File: src/rtl/systola_pkg.sv
// Shared definitions for the systolic-array output path.
//
// Contents:
//   DEF_COLS / DEF_ROWS / DEF_OUTWIDTH  default array geometry and result width
//   COL_W / ROW_W                       index widths derived from the defaults
//   res_beat_t                          one output beat: data, column tag, row tag, last flag
package systola_pkg;

  localparam int DEF_COLS     = 8;
  localparam int DEF_ROWS     = 8;
  localparam int DEF_OUTWIDTH = 32;

  localparam int COL_W = $clog2(DEF_COLS);
  localparam int ROW_W = $clog2(DEF_ROWS);

  typedef struct packed {
    logic [DEF_OUTWIDTH-1:0] data;
    logic [COL_W-1:0]        col;
    logic [ROW_W-1:0]        row;
    logic                    last;
  } res_beat_t;

endpackage

File: src/rtl/rr_arbiter.sv
// Round-robin arbiter with an explicit wrap, so N need not be a power of two.
//
// Ports:
//   clk, rstn  clock, asynchronous active-low reset
//   req        request vector, already qualified by the caller
//   advance    a grant is being taken this cycle; pointer moves past the winner
//   clear      restart the search from index 0 (takes effect combinationally
//              for this cycle's search, and in the pointer register)
//   gnt        one-hot grant (all zeros when no request)
//   gnt_idx    binary index of the granted requester
module rr_arbiter #(
  parameter int N = 8,
  localparam int IDX_W = $clog2(N)
) (
  input  logic             clk,
  input  logic             rstn,
  input  logic [N-1:0]     req,
  input  logic             advance,
  input  logic             clear,
  output logic [N-1:0]     gnt,
  output logic [IDX_W-1:0] gnt_idx
);

  logic [IDX_W-1:0] r_ptr;
  logic [IDX_W-1:0] w_base;
  logic [IDX_W-1:0] w_cand;
  logic             w_found;
  int               w_sum;

  // A clear in the same cycle means the search must already start at 0, so
  // a grant taken alongside the clear belongs to the fresh rotation.
  assign w_base = clear ? '0 : r_ptr;

  // NOTE: every signal written here gets a default at the top of the block,
  // so no path leaves it unassigned and no latch is inferred.
  always_comb begin
    gnt     = '0;
    gnt_idx = '0;
    w_found = 1'b0;
    w_sum   = 0;
    w_cand  = '0;
    for (int k = 0; k < N; k++) begin
      w_sum = int'(w_base) + k;
      if (w_sum >= N) w_sum = w_sum - N;
      w_cand = IDX_W'(w_sum);
      if (!w_found && req[w_cand]) begin
        w_found      = 1'b1;
        gnt[w_cand]  = 1'b1;
        gnt_idx      = w_cand;
      end
    end
  end

  // NOTE: registered state uses non-blocking assignments so every flop
  // samples its inputs from before the edge, independent of block ordering.
  always_ff @(posedge clk or negedge rstn) begin
    if (!rstn) begin
      r_ptr <= '0;
    end else if (advance) begin
      r_ptr <= (gnt_idx == IDX_W'(N - 1)) ? '0 : gnt_idx + IDX_W'(1);
    end else if (clear) begin
      r_ptr <= '0;
    end
  end

endmodule

File: src/rtl/array_output_arbiter.sv
// Merges the results of COLS column output controllers into one valid/ready
// stream. Columns with a buffered result are served round-robin; each served
// column gets a one-cycle read strobe and its head result is registered into
// the output stage with its column/row tags.
//
// Ports:
//   clk, rstn   clock, asynchronous active-low reset
//   col_r       head result of each column controller
//   col_v       column holds an unread result
//   col_rread   one-hot read strobe, combinational, only in a granting cycle
//   out_data    registered result
//   out_col     column the result came from
//   out_row     row index (per-column beat count within the tile)
//   out_last    beat is the final (ROWS*COLS-th) beat of the tile
//   out_valid   output register holds a beat
//   out_ready   downstream accepts the beat this cycle
//   tile_done   one-cycle pulse after the out_last beat is accepted
module array_output_arbiter
  import systola_pkg::*;
#(
  parameter int COLS     = DEF_COLS,
  parameter int ROWS     = DEF_ROWS,
  parameter int OUTWIDTH = DEF_OUTWIDTH
) (
  input  logic                           clk,
  input  logic                           rstn,
  input  logic [COLS-1:0][OUTWIDTH-1:0]  col_r,
  input  logic [COLS-1:0]                col_v,
  output logic [COLS-1:0]                col_rread,
  output logic [OUTWIDTH-1:0]            out_data,
  output logic [$clog2(COLS)-1:0]        out_col,
  output logic [$clog2(ROWS)-1:0]        out_row,
  output logic                           out_last,
  output logic                           out_valid,
  input  logic                           out_ready,
  output logic                           tile_done
);

  localparam int TOTAL  = ROWS * COLS;
  localparam int CI_W   = $clog2(COLS);
  localparam int RI_W   = $clog2(ROWS);
  localparam int CNT_W  = $clog2(ROWS + 1);
  localparam int BEAT_W = $clog2(TOTAL + 1);

  logic                 w_load_en;
  logic                 w_tile_end;
  logic                 w_grant;
  logic [COLS-1:0]      w_req;
  logic [COLS-1:0]      w_gnt;
  logic [CI_W-1:0]      w_gnt_idx;
  logic [CNT_W-1:0]     w_row_base;
  logic [BEAT_W-1:0]    w_beats_base;

  logic [CNT_W-1:0]     r_rowcnt [COLS];
  logic [BEAT_W-1:0]    r_beats;
  logic                 r_valid;
  logic                 r_done;
  res_beat_t            r_beat;

  // Accepting the last beat ends the tile; counters are treated as already
  // cleared in that cycle so a grant alongside it starts the next tile.
  assign w_tile_end = r_valid && out_ready && r_beat.last;

  // rstn is folded in so no read strobe escapes while the block is in reset.
  assign w_load_en  = rstn && (!r_valid || out_ready);

  always_comb begin
    w_req = '0;
    for (int c = 0; c < COLS; c++) begin
      w_req[c] = w_load_en && col_v[c] &&
                 (w_tile_end || (r_rowcnt[c] < CNT_W'(ROWS)));
    end
  end

  rr_arbiter #(.N(COLS)) u_rr (
    .clk     (clk),
    .rstn    (rstn),
    .req     (w_req),
    .advance (w_grant),
    .clear   (w_tile_end),
    .gnt     (w_gnt),
    .gnt_idx (w_gnt_idx)
  );

  assign w_grant      = |w_gnt;
  assign w_row_base   = w_tile_end ? '0 : r_rowcnt[w_gnt_idx];
  assign w_beats_base = w_tile_end ? '0 : r_beats;

  always_ff @(posedge clk or negedge rstn) begin
    if (!rstn) begin
      r_valid <= 1'b0;
      r_done  <= 1'b0;
      r_beat  <= '0;
      r_beats <= '0;
      // NOTE: the row counters are a small flop array, not a RAM, so they
      // take the asynchronous reset like any other control state.
      for (int c = 0; c < COLS; c++) r_rowcnt[c] <= '0;
    end else begin
      r_done <= w_tile_end;

      if (w_grant) begin
        r_valid <= 1'b1;
        r_beat  <= '{data: col_r[w_gnt_idx],
                     col:  w_gnt_idx,
                     row:  w_row_base[RI_W-1:0],
                     last: (w_beats_base == BEAT_W'(TOTAL - 1))};
        r_beats <= w_beats_base + BEAT_W'(1);
      end else begin
        if (out_ready)  r_valid <= 1'b0;
        if (w_tile_end) r_beats <= '0;
      end

      for (int c = 0; c < COLS; c++) begin
        if (w_grant && (w_gnt_idx == CI_W'(c))) begin
          r_rowcnt[c] <= w_row_base + CNT_W'(1);
        end else if (w_tile_end) begin
          r_rowcnt[c] <= '0;
        end
      end
    end
  end

  assign col_rread = w_gnt;
  assign out_data  = r_beat.data;
  assign out_col   = r_beat.col;
  assign out_row   = r_beat.row;
  assign out_last  = r_beat.last;
  assign out_valid = r_valid;
  assign tile_done = r_done;

endmodule
File: config.mk
export PLATFORM = sky130hd
export DESIGN_NAME = array_output_arbiter
export DESIGN_NICKNAME = d
export VERILOG_FILES = /design/src/rtl/systola_pkg.sv /design/src/rtl/rr_arbiter.sv /design/src/rtl/array_output_arbiter.sv
export SDC_FILE = /design/constraint.sdc
export NUM_CORES = 1
export LEC_CHECK = 0
export BUFFER_PORTS_ARGS = -buffer_cell sky130_fd_sc_hd__buf_4
export CELL_PAD_IN_SITES_DETAIL_PLACEMENT = 1
export CELL_PAD_IN_SITES_GLOBAL_PLACEMENT = 2
export CORE_MARGIN = 2
export CORE_UTILIZATION = 27
export CTS_CLUSTER_DIAMETER = 30
export CTS_CLUSTER_SIZE = 28
export DETAILED_ROUTE_END_ITERATION = 8
export PLACE_DENSITY = 0.79
export SYNTH_ARGS = -nofsm -noshare
export SYNTH_HDL_FRONTEND = slang
export SYNTH_SLANG_ARGS = --single-unit
File: constraint.sdc
create_clock -name clk -period 7.3 [get_ports clk]
set_input_delay 0 -clock clk [delete_from_list [all_inputs] [get_ports clk]]
set_output_delay 0 -clock clk [all_outputs]
set_load 0.005 [all_outputs]
After elaboration in Yosys (flattened, before gate mapping)
Cells that the tools add are included.

Register bits after elaboration: 83. Bits of input ports: 267. Output and inout port bits: 49. Word-level logic and storage cells: 239.

Add/sub/neg operators: 18. Magnitude comparators: 34. Equal/unequal tests: 8. Muxes and demuxes: 85. Bitwise logic cells: 8. Reductions and logical operators: 70.

Operators with widths (count): binary-select mux 32 bit (select 3 bit) (1); two-way mux 8 bit (8); two-way mux 3 bit (19); bitwise OR 8 bit (7); two-way mux 4 bit (12); logical AND 1 bit (42); less-than comparator 3 x 4 -> 1 bit, second input constant (9); greater-or-equal comparator 4 bit, second input constant (8); less-than comparator 4 bit, second input constant (8); two-way mux 32 bit (1); two-way mux 1 bit (25); binary-select mux 1 bit (select 3 bit) (8); demux 1 bit (select 3 bit) (8); greater-or-equal comparator 3 x 1 -> 1 bit, second input constant (8); subtractor 3 x 1 -> 3 bit, second input constant (8); nonzero test 2 bit (9); adder 3 x 3 -> 4 bit, second input constant (4); two-way mux 7 bit (2); binary-select mux 4 bit (select 3 bit) (1); equality test 3 bit, second input constant (4); logical OR 1 bit (9); adder 3 x 2 -> 4 bit, second input constant (2); zero test 1 bit (8); OR reduction 8 bit (1); other kinds (10) (11).

Depth between registers and ports, before layout
Word-level depth: 36. Gate-level depth with buffers: 27. Depth with buffers taken out: 21.

Cells and area by module
A second synthesis with hierarchy kept.

Cell total of the unflattened synthesis: 699. Area total of the unflattened synthesis: 7225.7 um^2.

By module, submodules not included: array_output_arbiter (instances 1, cells an instance 468, area each 5556.6 um^2, sequential area each 2001.9 um^2); rr_arbiter (instances 1, cells an instance 231, area each 1669.1 um^2, sequential area each 75.1 um^2).

Worst setup path after synthesis
No wires, ideal clock.

Path kind: register to register. Start point: register r_valid, in the netlist out_valid. End point: register r_rowcnt[16] in the netlist's numbering. Library setup time: 0.138 ns. Data arrival time: 5.797 ns. Data required time: 7.162 ns. Slack: 1.365 ns. Stages on the path, launching flop included: 28. Buffers on the path: 10. Period minus slack after synthesis: 5.935 ns. Path through: dfrtp_1 > buf_4 > nand3_4 > clkinv_2 > nor2_1 > buf_6 > buf_2 > inv_1 > ha_1 > buf_1 > mux4_2 > o21bai_1 > mux4_2 > buf_6 > buf_6 > or2_1 > a221o_1 > a221oi_4 > buf_2 > buf_2 > buf_2 > inv_1 > ha_1 > ha_1 > and2_0 > clkbuf_1 > a21oi_1 > a21oi_1.

Cells in the longest elaborated chain, start to end: 36. Elaborated cells between the ends (all ways): 172. Classes of those cells: add/sub: 16; order compare: 24; eq/ne: 1; mux: 69; bitwise: 8; reduce/logical: 54.

RTL lines: start, declared (RTL line array_output_arbiter.sv:56) `logic r_valid;`; start signal, assigned (RTL line array_output_arbiter.sv:91) `r_valid <= 1'b0;`; start signal, assigned (RTL line array_output_arbiter.sv:102) `r_valid <= 1'b1;`; start signal, assigned (RTL line array_output_arbiter.sv:109) `if (out_ready) r_valid <= 1'b0;`; logical AND 1 bit * (2 in a row) (RTL line array_output_arbiter.sv:62) `assign w_tile_end = r_valid && out_ready && r_beat.last;`; via u_rr.clear (RTL line rr_arbiter.sv:19) `input logic clear,`; branches (longest 26 deep; another with adder 3 x 1 -> 4 bit); two-way mux 3 bit * (RTL line rr_arbiter.sv:46) `if (!w_found && req[w_cand]) begin`; via u_rr.gnt_idx[1] (RTL line rr_arbiter.sv:21) `output logic [IDX_W-1:0] gnt_idx`; inverter 3 -> 4 bit (not written as such) (RTL line array_output_arbiter.sv:86) `assign w_row_base = w_tile_end ? '0 : r_rowcnt[w_gnt_idx];`; binary-select mux 4 bit (select 3 bit) (RTL line array_output_arbiter.sv:86); two-way mux 4 bit (not written as such) (2 in a row) (RTL line array_output_arbiter.sv:86); two-way mux 4 bit (RTL line array_output_arbiter.sv:86); adder 4 x 1 -> 4 bit (RTL line array_output_arbiter.sv:115) `r_rowcnt[c] <= w_row_base + CNT_W'(1);`; two-way mux 4 bit (RTL line array_output_arbiter.sv:114) `if (w_grant && (w_gnt_idx == CI_W'(c))) begin`; end signal, assigned by index (RTL line array_output_arbiter.sv:115); end, declared (RTL line array_output_arbiter.sv:54) `logic [CNT_W-1:0] r_rowcnt [COLS];`.

Mark *: on every way through the listed nets, which the timed path passes. The select of a mux whose other input is x is not followed. A chain may end at the register's enable or synchronous reset.

Worst setup path after layout
Start point: register r_beat (netlist bit out_last). End point: register r_rowcnt[21] in the netlist's numbering.

Cells in the longest elaborated chain, start to end: 35. Elaborated cells between the ends (all ways): 160. Classes of those cells: add/sub: 16; order compare: 24; eq/ne: 1; mux: 69; bitwise: 8; reduce/logical: 42.

RTL lines: start, declared (RTL line array_output_arbiter.sv:58) `res_beat_t r_beat;`; start signal, assigned (RTL line array_output_arbiter.sv:103) `r_beat <= '{data: col_r[w_gnt_idx],`; logical AND 1 bit * (RTL line array_output_arbiter.sv:62); via u_rr.clear (RTL line rr_arbiter.sv:19); branches (longest 31 deep; another with adder 3 x 1 -> 4 bit); two-way mux 4 bit * (RTL line array_output_arbiter.sv:86); via w_row_base[0] (RTL line array_output_arbiter.sv:51) `logic [CNT_W-1:0] w_row_base;`; adder 4 x 1 -> 4 bit * (RTL line array_output_arbiter.sv:115); two-way mux 4 bit * (RTL line array_output_arbiter.sv:114).

Marked as above.

==> flow_summary.toml <==
[global_routing]
grt_pass1_wl_um = 48290
grt_use_total_pct = 21.63
grt_pass1_vias = 8306
grt-ovfl-total = 0
antenna_found_initial = 3
grt_start_max_net_pins = 86

[worst_setup_path]
path_class = "register to register"
cp.required_ns = 7.51
cp.arrival_ns = 6.92
worst_path_max_delay_cell = "mux4_2"
worstSetupStartpointType = "register"
slowest_delay_ns = 0.69
path_buf_inv = 6
crit_fanout = 35
critPathTopFamily = "simple AND/OR/NAND/NOR gates"
setup.worst_path.end_class = "register"
path_cells = "nand3_4 > clkinv_2 > nor2_1 > inv_1 > ha_1 > mux4_2 > o21bai_1 > mux4_2 > nor4_1 > a211oi_1 > nor2_4 > buf_4 > clkinv_1 > buf_4 > mux2i_1 > mux2i_1 > nor2_1 > ha_1 > inv_1 > o21ai_0"
ff2ff_setup_slack_ns = 0.59

[clocking]
cts-root-buf = "clkbuf_16"
clockBufferDepth = 2
htreeDepth = 3
clk_pin_slew_ns = 0.08
clkLatencyLatePin_ns = 0.35
cts_tree = "yes"
cts.repair.resized = 0
clock-sinks = 83
numCtsBuffers = 9

[place]
routabilityCongestion = 0.8750
port_buffers = 315
hpwl_um = 25280

[die]
dieArea_mm2 = 0.02916
rows = 61
die_h_um = 170.8
die_w_um = 170.8
coreArea_mm2 = 0.02755
io_pins = 316
start_util_pct = 27.26

[cells_and_area]
regArea_mm2 = 0.002077
fin_nets = 1452
area_delta_synth_final_pct = 39.77
fillers = 3279
multi_input_area_mm2 = 0.005045
drive_gt1_share_pct = 35.20

[hold_path]
hold_class = "input port to asynchronous set/reset pin"

[logic_synthesis]
yosysSeqAreaShare_pct = 27.66
synth.avg_cell_area_um2 = 8.344
synth_edf_count = 0
synth_cell_types = 71
synth.area.top_cells = "dfrtp_1 28%, mux2i_1 17%, nand2_1 7.5%, mux2_2 6.4%, o211ai_1 3.8%"
yosys_warnings = 0
synth_top_area_cell = "dfrtp_1"
synth_common_cells = "151 x nand2_1, 126 x mux2i_1, 83 x dfrtp_1"
syn_inst = 900
netlist_area_mm2 = 0.007510
synth_flop_cell = "dfrtp_1"
yosys.area.top_type_share_pct = 27.66
synth.ff_latch_count = 83
synth-async-reset-ratio_pct = 100.0
synth.most_common_cell = "nand2_1"
synth_fp_nets = 1181

[route]
drtAntennaViolNets = 0
dr.pass1.iters = 4
drc_errors = 0
wire_per_inst_um = 20.65
routed_wl_um = 32160
viasPerCell = 5.098
drtIter0Drc = 296
vias = 7938

[timing]
fin_crit_ns = 6.712
hold_viol_final = 0
max_slew.worst_pin.slew_ns = 0.9016
finalClockSkew_ns = 0.01174
rsz0062_at_grt = "false"
tns_ns = 0
finalSetupViolCount = 0
slew_viol_final = 0
max_slew_margin_pct = 39.05
period_share_pct = 91.95
clock.fmax_mhz = 149.0

[job]
maxCapViolCount = 0

[outcome]
status = "finished, final reports clean"
[area by class of cell]
class	count	share of cell area, %
antenna	3	0.07152
clock buffer	9	2.146
inverter	17	0.6199
clock inverter	7	0.7033
multi-input combinational	725	48.06
tap	378	4.506
sequential	83	19.79
timing repair buffer	335	24.10
[timing repair]
action,CTS,global route
hold buffers,1,0
buffers inserted,0,4
setup endpoints to repair,0,13
hold endpoints to repair,25,0
[metrics by stage]
step,setup WS (ns),cell area (µm²),hold WS [ns],std cells,util (%)
floorplan,1.365,7510,-0.2956,900,-
global placement,0.6240,10150,-0.03857,1533,36.84
detailed placement,0.5643,10150,-0.03870,1533,36.84
CTS,0.5447,10460,0.1091,1550,37.96
global route,0.07405,10500,0.1409,1557,38.10
finish,0.5878,10500,0.1188,1557,38.10
[routing by layer]
metal	part of all wire, %	GRT usage [%]
met5	0	0
met4	2.0	5.425
met3	5.3	4.395
met2	51	38.58
met1	42	26.55
[final timing paths]
check,start,cells after the start,endpoint
min in group clk,col_r[221],5,out_data[29]$_DFFE_PN0P_
min reg2reg,r_rowcnt[25]$_DFFE_PN0P_,2,r_rowcnt[25]$_DFFE_PN0P_
min,rstn,2,out_data[7]$_DFFE_PN0P_
max in group asynchronous,rstn,3,out_data[0]$_DFFE_PN0P_
max reg2reg,out_last$_DFFE_PN0P_,20,r_rowcnt[21]$_DFFE_PN0P_
max,out_last$_DFFE_PN0P_,20,r_rowcnt[21]$_DFFE_PN0P_
[cells by family (layout without fill, tap and decap cells)]
| logic type | count (synthesis) | count (layout) | share of synthesized area [%] |
|---|---|---|---|
| other | 0 | 3 | 0 |
| and+or+nand+nor | 329 | 329 | 20.11 |
| muxes | 174 | 174 | 24.74 |
| DFF | 83 | 83 | 27.66 |
| adders and majority gates | 14 | 14 | 2.333 |
| buffers and inverters | 92 | 368 | 5.315 |
| xor gates and xnor gates | 8 | 8 | 1.033 |
| AOI/OAI and AO/OA | 200 | 200 | 18.81 |
[sequential cells by signal, indices dropped and copies added (netlist names)]
name and count:
out_data 32, r_rowcnt 32, r_beats 7, out_col 3
out_row 3, u_rr.r_ptr 3, out_last 1, out_valid 1
tile_done 1
[cells in the final DEF (no fill, tap or decap), types with 6 or more instances in the layout]
cell type and n:
dfrtp_1 83, nor4_1 6, o32ai_1 6, buf_4 333, a2111oi_0 12, a211oi_1 7, xor2_1 6, ha_1 14
o21ai_0 32, clkbuf_16 9, inv_1 13, nand3_1 54, a31oi_1 36, and2_1 10, or3_1 7, and3_1 7
mux2i_1 126, nand2_1 151, nor2_1 55, a21oi_1 17, mux2_2 43, o211ai_1 38, a21boi_0 9, nor3_1 13
Power is not shown: default switching activity piles up to over one toggle a cycle in this logic, so the estimate is an artifact.
